<file path="src/rtl/multicycle_sequencer_if.sv">
// rtl/multicycle_sequencer_if.sv - memory/decode handshake bundle for the multicycle sequencer
interface multicycle_sequencer_if #(
  parameter int XLEN     = 32,
  parameter int RETIRE_W = 32
);
  // instruction memory side
  logic [XLEN-1:0]     inst_add;
  logic                inst_req;
  logic                inst_ready;
  logic [31:0]         inst_data;
  // decode / execute side
  logic [31:0]         instruction;
  logic [XLEN-1:0]     pc;
  logic [XLEN-1:0]     pc_4;
  logic [XLEN-1:0]     next_pc;
  logic                illegal;
  logic                mem_access;
  logic                reg_write_req;
  // data memory side
  logic                data_req;
  logic                data_ready;
  // write-back, trap and status
  logic                reg_write_en;
  logic                trap;
  logic [1:0]          trap_cause;
  logic [RETIRE_W-1:0] retired;
  logic                halt_req;
  logic                halted;

  // sequencer side
  modport master (
    output inst_add, inst_req, instruction, pc, pc_4, data_req,
           reg_write_en, trap, trap_cause, retired, halted,
    input  inst_ready, inst_data, next_pc, illegal, mem_access,
           reg_write_req, data_ready, halt_req
  );

  // memories / datapath side
  modport slave (
    input  inst_add, inst_req, instruction, pc, pc_4, data_req,
           reg_write_en, trap, trap_cause, retired, halted,
    output inst_ready, inst_data, next_pc, illegal, mem_access,
           reg_write_req, data_ready, halt_req
  );
endinterface

</file>
<file path="src/rtl/multicycle_sequencer.sv">
// rtl/multicycle_sequencer.sv - multi-cycle fetch/decode/execute/memory/writeback control FSM
module multicycle_sequencer #(
  parameter int                   XLEN           = 32,
  parameter logic [XLEN-1:0]      RESET_VECTOR   = '0,
  parameter logic [XLEN-1:0]      TRAP_VECTOR    = XLEN'('h100),
  parameter int unsigned          TIMEOUT_CYCLES = 16,
  parameter int                   RETIRE_W       = 32
) (
  input  logic                    clock,
  input  logic                    reset,
  multicycle_sequencer_if.master  bus
);

  typedef enum logic [2:0] {
    S_BOOT,
    S_FETCH,
    S_DECODE,
    S_EXECUTE,
    S_MEMORY,
    S_WRITEBACK,
    S_TRAP,
    S_HALT
  } state_t;

  localparam logic [31:0] LP_NOP       = 32'h0000_0013;
  localparam bit          LP_TO_EN     = (TIMEOUT_CYCLES != 0);
  // Counter value seen in request cycle number TIMEOUT_CYCLES (counter starts at 0).
  localparam logic [31:0] LP_WAIT_LAST = LP_TO_EN ? 32'(TIMEOUT_CYCLES - 1) : 32'd0;

  localparam logic [1:0]  LP_CAUSE_ILLEGAL = 2'd1;
  localparam logic [1:0]  LP_CAUSE_FETCH   = 2'd2;
  localparam logic [1:0]  LP_CAUSE_DATA    = 2'd3;

  state_t               r_state;
  logic [XLEN-1:0]      r_pc;
  logic [31:0]          r_ir;
  logic [31:0]          r_wait;
  logic [1:0]           r_trap_cause;
  logic [RETIRE_W-1:0]  r_retired;
  logic                 r_inst_req;
  logic                 r_data_req;
  logic                 r_reg_write_en;
  logic                 r_trap;
  logic                 r_halted;

  logic                 w_wait_expired;

  // A stalled access gives up when the last permitted request cycle also lacks ready.
  assign w_wait_expired = LP_TO_EN && (r_wait == LP_WAIT_LAST);

  // Sequencer FSM; every strobe is set on the edge entering the state that owns it.
  always_ff @(posedge clock or posedge reset) begin
    if (reset) begin
      r_state        <= S_BOOT;
      r_pc           <= RESET_VECTOR;
      r_ir           <= LP_NOP;
      r_wait         <= 32'd0;
      r_trap_cause   <= 2'd0;
      r_retired      <= '0;
      r_inst_req     <= 1'b0;
      r_data_req     <= 1'b0;
      r_reg_write_en <= 1'b0;
      r_trap         <= 1'b0;
      r_halted       <= 1'b0;
    end else begin
      r_inst_req     <= 1'b0;
      r_data_req     <= 1'b0;
      r_reg_write_en <= 1'b0;
      r_trap         <= 1'b0;
      r_halted       <= 1'b0;
      case (r_state)
        S_BOOT: begin
          r_state    <= S_FETCH;
          r_inst_req <= 1'b1;
          r_wait     <= 32'd0;
        end
        S_FETCH: begin
          if (bus.inst_ready) begin
            r_ir    <= bus.inst_data;
            r_state <= S_DECODE;
          end else if (w_wait_expired) begin
            r_state      <= S_TRAP;
            r_trap       <= 1'b1;
            r_trap_cause <= LP_CAUSE_FETCH;
          end else begin
            r_wait     <= r_wait + 32'd1;
            r_inst_req <= 1'b1;
          end
        end
        S_DECODE: begin
          if (bus.illegal) begin
            r_state      <= S_TRAP;
            r_trap       <= 1'b1;
            r_trap_cause <= LP_CAUSE_ILLEGAL;
          end else begin
            r_state <= S_EXECUTE;
          end
        end
        S_EXECUTE: begin
          if (bus.mem_access) begin
            r_state    <= S_MEMORY;
            r_data_req <= 1'b1;
            r_wait     <= 32'd0;
          end else begin
            // reg_write_req is decoded from the stable IR, so it is valid one cycle early
            r_state        <= S_WRITEBACK;
            r_reg_write_en <= bus.reg_write_req;
          end
        end
        S_MEMORY: begin
          if (bus.data_ready) begin
            r_state        <= S_WRITEBACK;
            r_reg_write_en <= bus.reg_write_req;
          end else if (w_wait_expired) begin
            r_state      <= S_TRAP;
            r_trap       <= 1'b1;
            r_trap_cause <= LP_CAUSE_DATA;
          end else begin
            r_wait     <= r_wait + 32'd1;
            r_data_req <= 1'b1;
          end
        end
        S_WRITEBACK: begin
          r_pc      <= bus.next_pc;
          r_retired <= r_retired + RETIRE_W'(1);
          if (bus.halt_req) begin
            r_state  <= S_HALT;
            r_halted <= 1'b1;
          end else begin
            r_state    <= S_FETCH;
            r_inst_req <= 1'b1;
            r_wait     <= 32'd0;
          end
        end
        S_TRAP: begin
          // PC keeps the faulting address during the trap cycle, then vectors
          r_pc       <= TRAP_VECTOR;
          r_state    <= S_FETCH;
          r_inst_req <= 1'b1;
          r_wait     <= 32'd0;
        end
        S_HALT: begin
          if (bus.halt_req) begin
            r_halted <= 1'b1;
          end else begin
            r_state    <= S_FETCH;
            r_inst_req <= 1'b1;
            r_wait     <= 32'd0;
          end
        end
        default: begin
          r_state <= S_BOOT;
        end
      endcase
    end
  end

  assign bus.inst_add     = r_pc;
  assign bus.pc           = r_pc;
  assign bus.pc_4         = r_pc + XLEN'(4);
  assign bus.instruction  = r_ir;
  assign bus.inst_req     = r_inst_req;
  assign bus.data_req     = r_data_req;
  assign bus.reg_write_en = r_reg_write_en;
  assign bus.trap         = r_trap;
  assign bus.trap_cause   = r_trap_cause;
  assign bus.retired      = r_retired;
  assign bus.halted       = r_halted;

endmodule

</file>
<file path="src/flat_wrapper.sv">
// flat-port wrapper written by rule: the top's interface ports become plain ports
module multicycle_sequencer_flat 
#(
  parameter int                   XLEN           = 32,
  parameter logic [XLEN-1:0]      RESET_VECTOR   = '0,
  parameter logic [XLEN-1:0]      TRAP_VECTOR    = XLEN'('h100),
  parameter int unsigned          TIMEOUT_CYCLES = 16,
  parameter int                   RETIRE_W       = 32
)
  (clock, reset, bus_inst_add, bus_inst_req, bus_instruction, bus_pc, bus_pc_4, bus_data_req, bus_reg_write_en, bus_trap, bus_trap_cause, bus_retired, bus_halted, bus_inst_ready, bus_inst_data, bus_next_pc, bus_illegal, bus_mem_access, bus_reg_write_req, bus_data_ready, bus_halt_req);
  multicycle_sequencer_if #(.XLEN(XLEN), .RETIRE_W(RETIRE_W)) bus_i ();
  input  logic clock;
  input  logic reset;
  output wire logic [$bits(bus_i.inst_add)-1:0] bus_inst_add;
  output wire logic [$bits(bus_i.inst_req)-1:0] bus_inst_req;
  output wire logic [$bits(bus_i.instruction)-1:0] bus_instruction;
  output wire logic [$bits(bus_i.pc)-1:0] bus_pc;
  output wire logic [$bits(bus_i.pc_4)-1:0] bus_pc_4;
  output wire logic [$bits(bus_i.data_req)-1:0] bus_data_req;
  output wire logic [$bits(bus_i.reg_write_en)-1:0] bus_reg_write_en;
  output wire logic [$bits(bus_i.trap)-1:0] bus_trap;
  output wire logic [$bits(bus_i.trap_cause)-1:0] bus_trap_cause;
  output wire logic [$bits(bus_i.retired)-1:0] bus_retired;
  output wire logic [$bits(bus_i.halted)-1:0] bus_halted;
  input wire logic [$bits(bus_i.inst_ready)-1:0] bus_inst_ready;
  input wire logic [$bits(bus_i.inst_data)-1:0] bus_inst_data;
  input wire logic [$bits(bus_i.next_pc)-1:0] bus_next_pc;
  input wire logic [$bits(bus_i.illegal)-1:0] bus_illegal;
  input wire logic [$bits(bus_i.mem_access)-1:0] bus_mem_access;
  input wire logic [$bits(bus_i.reg_write_req)-1:0] bus_reg_write_req;
  input wire logic [$bits(bus_i.data_ready)-1:0] bus_data_ready;
  input wire logic [$bits(bus_i.halt_req)-1:0] bus_halt_req;
  assign bus_inst_add = bus_i.inst_add;
  assign bus_inst_req = bus_i.inst_req;
  assign bus_instruction = bus_i.instruction;
  assign bus_pc = bus_i.pc;
  assign bus_pc_4 = bus_i.pc_4;
  assign bus_data_req = bus_i.data_req;
  assign bus_reg_write_en = bus_i.reg_write_en;
  assign bus_trap = bus_i.trap;
  assign bus_trap_cause = bus_i.trap_cause;
  assign bus_retired = bus_i.retired;
  assign bus_halted = bus_i.halted;
  assign bus_i.inst_ready = bus_inst_ready;
  assign bus_i.inst_data = bus_inst_data;
  assign bus_i.next_pc = bus_next_pc;
  assign bus_i.illegal = bus_illegal;
  assign bus_i.mem_access = bus_mem_access;
  assign bus_i.reg_write_req = bus_reg_write_req;
  assign bus_i.data_ready = bus_data_ready;
  assign bus_i.halt_req = bus_halt_req;
  multicycle_sequencer #(.XLEN(XLEN), .RESET_VECTOR(RESET_VECTOR), .TRAP_VECTOR(TRAP_VECTOR), .TIMEOUT_CYCLES(TIMEOUT_CYCLES), .RETIRE_W(RETIRE_W)) u_core (.clock(clock), .reset(reset), .bus(bus_i));
endmodule
</file>
<file path="config.mk">
export PLATFORM = sky130hd
export DESIGN_NAME = multicycle_sequencer_flat
export DESIGN_NICKNAME = d
export VERILOG_FILES = /design/src/rtl/multicycle_sequencer_if.sv /design/src/rtl/multicycle_sequencer.sv /design/src/flat_wrapper.sv
export SDC_FILE = /design/constraint.sdc
export NUM_CORES = 1
export LEC_CHECK = 0
export CAP_MARGIN = 20
export CORE_MARGIN = 2
export CORE_UTILIZATION = 40
export DETAILED_ROUTE_END_ITERATION = 7
export GPL_TIMING_DRIVEN = 1
export PLACE_DENSITY = 0.72
export SLEW_MARGIN = 10
export SYNTH_ARGS = -nofsm -noshare
export SYNTH_HDL_FRONTEND = slang
export SYNTH_SLANG_ARGS = --single-unit
</file>
<file path="constraint.sdc">
create_clock -name clock -period 6.3 [get_ports clock]
set_clock_uncertainty 0.05 [all_clocks]
set_input_delay 1.575 -clock clock [delete_from_list [all_inputs] [get_ports clock]]
set_output_delay 1.575 -clock clock [all_outputs]
set_load 0.02 [all_outputs]
</file>
==> run_results.csv <==
group,metric,value,unit
cells_and_area,final_util,58.1,%
sta,setup_tns,0,ps
cells_and_area,drive_gt1_share,10.8,%
cts,numCtsBuffers,17,
route,ant_nets,0,
critical_path,worstSetupPathType,"flop to primary output",
logic_synthesis,muxShareOfSynthArea,5.83,%
power_and_ir_drop,power,0.00495,W
cts,clock_latency,420,ps
power_and_ir_drop,ir_drop,252,µV
cts,cts_tree,"yes",
route,dr.first_iter.drc_count,299,
logic_synthesis,synth-seq-area-share,49.6,%
logic_synthesis,synth.distinct_cells,59,
outcome,outcome,"completed",
cells_and_area,final_cell_mix,"clkdlybuf4s50_1 (238), dfrtp_1 (135), nand2_1 (43)",
logic_synthesis,synth.largest_area_cell,"dfrtp_1",
logic_synthesis,synth-simple-area-share,18.8,%
power_and_ir_drop,seqPwrFrac,29.4,%
global_route,grt.total_usage,20.3,%
logic_synthesis,synthXorXnorAreaFrac,8.41,%
cells_and_area,antenna-diode-count,0,
critical_path,crit_start,"u_core.bus.inst_add[4]",
logic_synthesis,ys_dominant_reg_cell,"dfrtp_1",
cells_and_area,fin_cells,1087,
cts,cts-hold-fix-buffers,0,
sta,max_slew.worst_pin.slew,981,ps
floorplan,die_x,136,µm
logic_synthesis,ys_seq_elements,138,
cells_and_area,nets,924,
placed_design,place_area,9270,µm²
cts,cts_resized,0,
hold_path,hold_path.startpoint,"u_core.bus.retired[31]",
global_route,grt_max_degree,97,
logic_synthesis,synth_fa_ha_area_share,0.538,%
cts,root_buffer,"clkbuf_16",
power_and_ir_drop,pwr-share-clk,23.6,%
power_and_ir_drop,leakagePower,4.13,nW
power_and_ir_drop,swShare,38.4,%
hold_path,hp-class,"flop to flop",
floorplan,core,17200,µm²
logic_synthesis,synth_compound_area_share,10.1,%
critical_path,crit_arrival,3230,ps
power_and_ir_drop,power_density,496,nW/µm²
power_and_ir_drop,internal_power,0.00305,W
logic_synthesis,synthArstFlopShare,100,%
logic_synthesis,synth_top_family_by_area,"simple AND/OR/NAND/NOR gates",
logic_synthesis,synth_area_leaders,"dfrtp_1 (48%), mux2_2 (5.5%), xnor2_1 (4.8%)",
critical_path,r2r_start,"u_core.r_state[0]",
logic_synthesis,yosysWarningCount,0,
power_and_ir_drop,power.switching,0.00190,W
sta,grt_setup_unrepaired,"false",
sta,min_period,4860,ps
route,viasPerCell,5.28,
critical_path,path_max_fanout,7,
placed_design,dp_cells,1054,
global_route,overflow,0,
floorplan,dieArea,18500,µm²
critical_path,cp.required,4680,ps
cts,post_cts_buffers,0,
cells_and_area,postLayoutCellArea,9980,µm²
cts,path_clk_slew,60,ps
logic_synthesis,synth-edff-count,0,
route,drc,0,
sta,hold_viol,0,
cells_and_area,final_common_cell,"clkdlybuf4s50_1",
sta,fmax,0.206,GHz
sta,min_period_over_period,77.1,%
floorplan,row_count,48,
global_route,grt_pass1_wl,29200,µm
route,vias,5739,
sta,relSlewSlack,34.4,%
cells_and_area,syn_to_final_growth,43.0,%
floorplan,start_util,40.6,%
route,drt-wirelength-per-cell,17.6,µm
floorplan,die_h,136,µm
job,maxCapViolCount,0,
global_route,antenna_found_initial,0,
cts,clock-sinks,138,
floorplan,ios,239,
logic_synthesis,syn_area,6980,µm²
global_route,grt_pass1_vias,5375,
route,drt_pass1_iterations,4,
logic_synthesis,synth.avg_cell_area,10.7,µm²
placed_design,gp_congestion,0.835,
placed_design,place_hpwl,13700,µm
logic_synthesis,synthesis.nets,724,
cts,clk_path_buf_depth,2,
power_and_ir_drop,p_comb_share,47.0,%
placed_design,io_buffers,238,
critical_path,cp-end-kind,"primary output",
sta,setup_viol,0,
logic_synthesis,yosys.area.top_type_share,48.4,%
cts,cts_htree_levels,4,
sta,drv_slew,0,
critical_path,crit_path_start_kind,"flop",
logic_synthesis,syn_inst,649,
route,wirelength,19100,µm
==> registers in the layout (all words and copies together), names as in the netlist <==
name,count
u_core.bus.inst_req,1
u_core.bus.data_req,1
u_core.bus.trap,1
u_core.bus.trap_cause,2
u_core.bus.halted,1
u_core.bus.inst_add,32
u_core.r_wait,32
u_core.bus.instruction,32
u_core.bus.reg_write_en,1
u_core.bus.retired,32
u_core.r_state,3
==> worst paths after layout <==
kind | to | slack, ps | cells past startpoint
setup reg to reg | u_core.r_wait[10] | 3260 | 5
setup / recovery | bus_pc_4[31] | 1440 | 6
hold reg to reg | u_core.bus.retired[31] | 430 | 1
min in group asynchronous | u_core.bus.instruction[20] | 1660 | 2
hold / removal | u_core.bus.retired[31] | 430 | 1
max in group asynchronous | u_core.bus.instruction[0] | 3410 | 3
==> kinds of logic (layout without fill, tap and decap cells) <==
logic type / Yosys count / count (layout)
AOI/OAI and AO/OA: 98 / 98
muxes: 36 / 36
and+or+nand+nor: 228 / 228
adders and majority gates: 3 / 3
xor gates and xnor gates: 67 / 67
DFF: 138 / 138
buffers and inverters: 79 / 292
==> Yosys cell counts (5+ instances only) <==
| master | count |
|---|---|
| nor3_1 | 10 |
| a22o_1 | 31 |
| nand2_1 | 43 |
| and3_1 | 16 |
| dfrtp_1 | 135 |
| or4_1 | 13 |
| buf_2 | 9 |
| o21ai_0 | 17 |
| buf_4 | 37 |
| nand3_1 | 30 |
| mux2_2 | 34 |
| nor4_1 | 14 |
| o211ai_1 | 5 |
| o31ai_1 | 6 |
| xnor2_1 | 38 |
| nand4_1 | 25 |
| and2_1 | 5 |
| xor2_1 | 29 |
| or3_1 | 11 |
| inv_1 | 18 |
| nor2_1 | 33 |
| clkbuf_1 | 12 |
| a21oi_1 | 21 |
==> critical path, stage by stage (launching register included) <==
cell and delay (ps):
dfrtp_1 440, and3_1 240, nand4_1 240, nor3b_1 860, nand4_1 210, xnor2_1 200
clkdlybuf4s50_1 620
==> cell type report <==
| cell class | instances | area [µm²] |
|---|---|---|
| clock inverters | 10 | 210 |
| clock buffers | 22 | 484 |
| multi-input cells | 432 | 3050 |
| flip-flops and latches | 138 | 3460 |
| inverters | 18 | 72.6 |
| fillers | 1506 | 7200 |
| repair buffers | 242 | 2420 |
| well taps | 225 | 282 |
==> metal layers <==
metal,GRT usage (%),wire length [µm],vias up
met1,25.4,7960,2781
met5,0,0,-
met4,6.66,342,0
met2,34.1,9530,206
li1,-,-,2729
met3,5.11,1260,23
==> per-stage QoR <==
stage	hold WS (ps)	worst slack [ps]
finish	428	1440
global route	445	1170
CTS	434	1390
detailed placement	419	1850
global placement	409	1870
floorplan	460	984
==> power by group through the flow <==
stage / clock (W) / sequential (W) / combinational, W
final: 0.00117 / 0.00146 / 0.00233
after global routing: 0.00123 / 0.00150 / 0.00247
after CTS: 0.00118 / 0.00146 / 0.00234
after detailed placement: 0 / 0.00147 / 0.00233
after global placement: 0 / 0.00146 / 0.00232
after floorplan: 0 / 0.00166 / 0.00118
(Power assumes the default switching activity.)
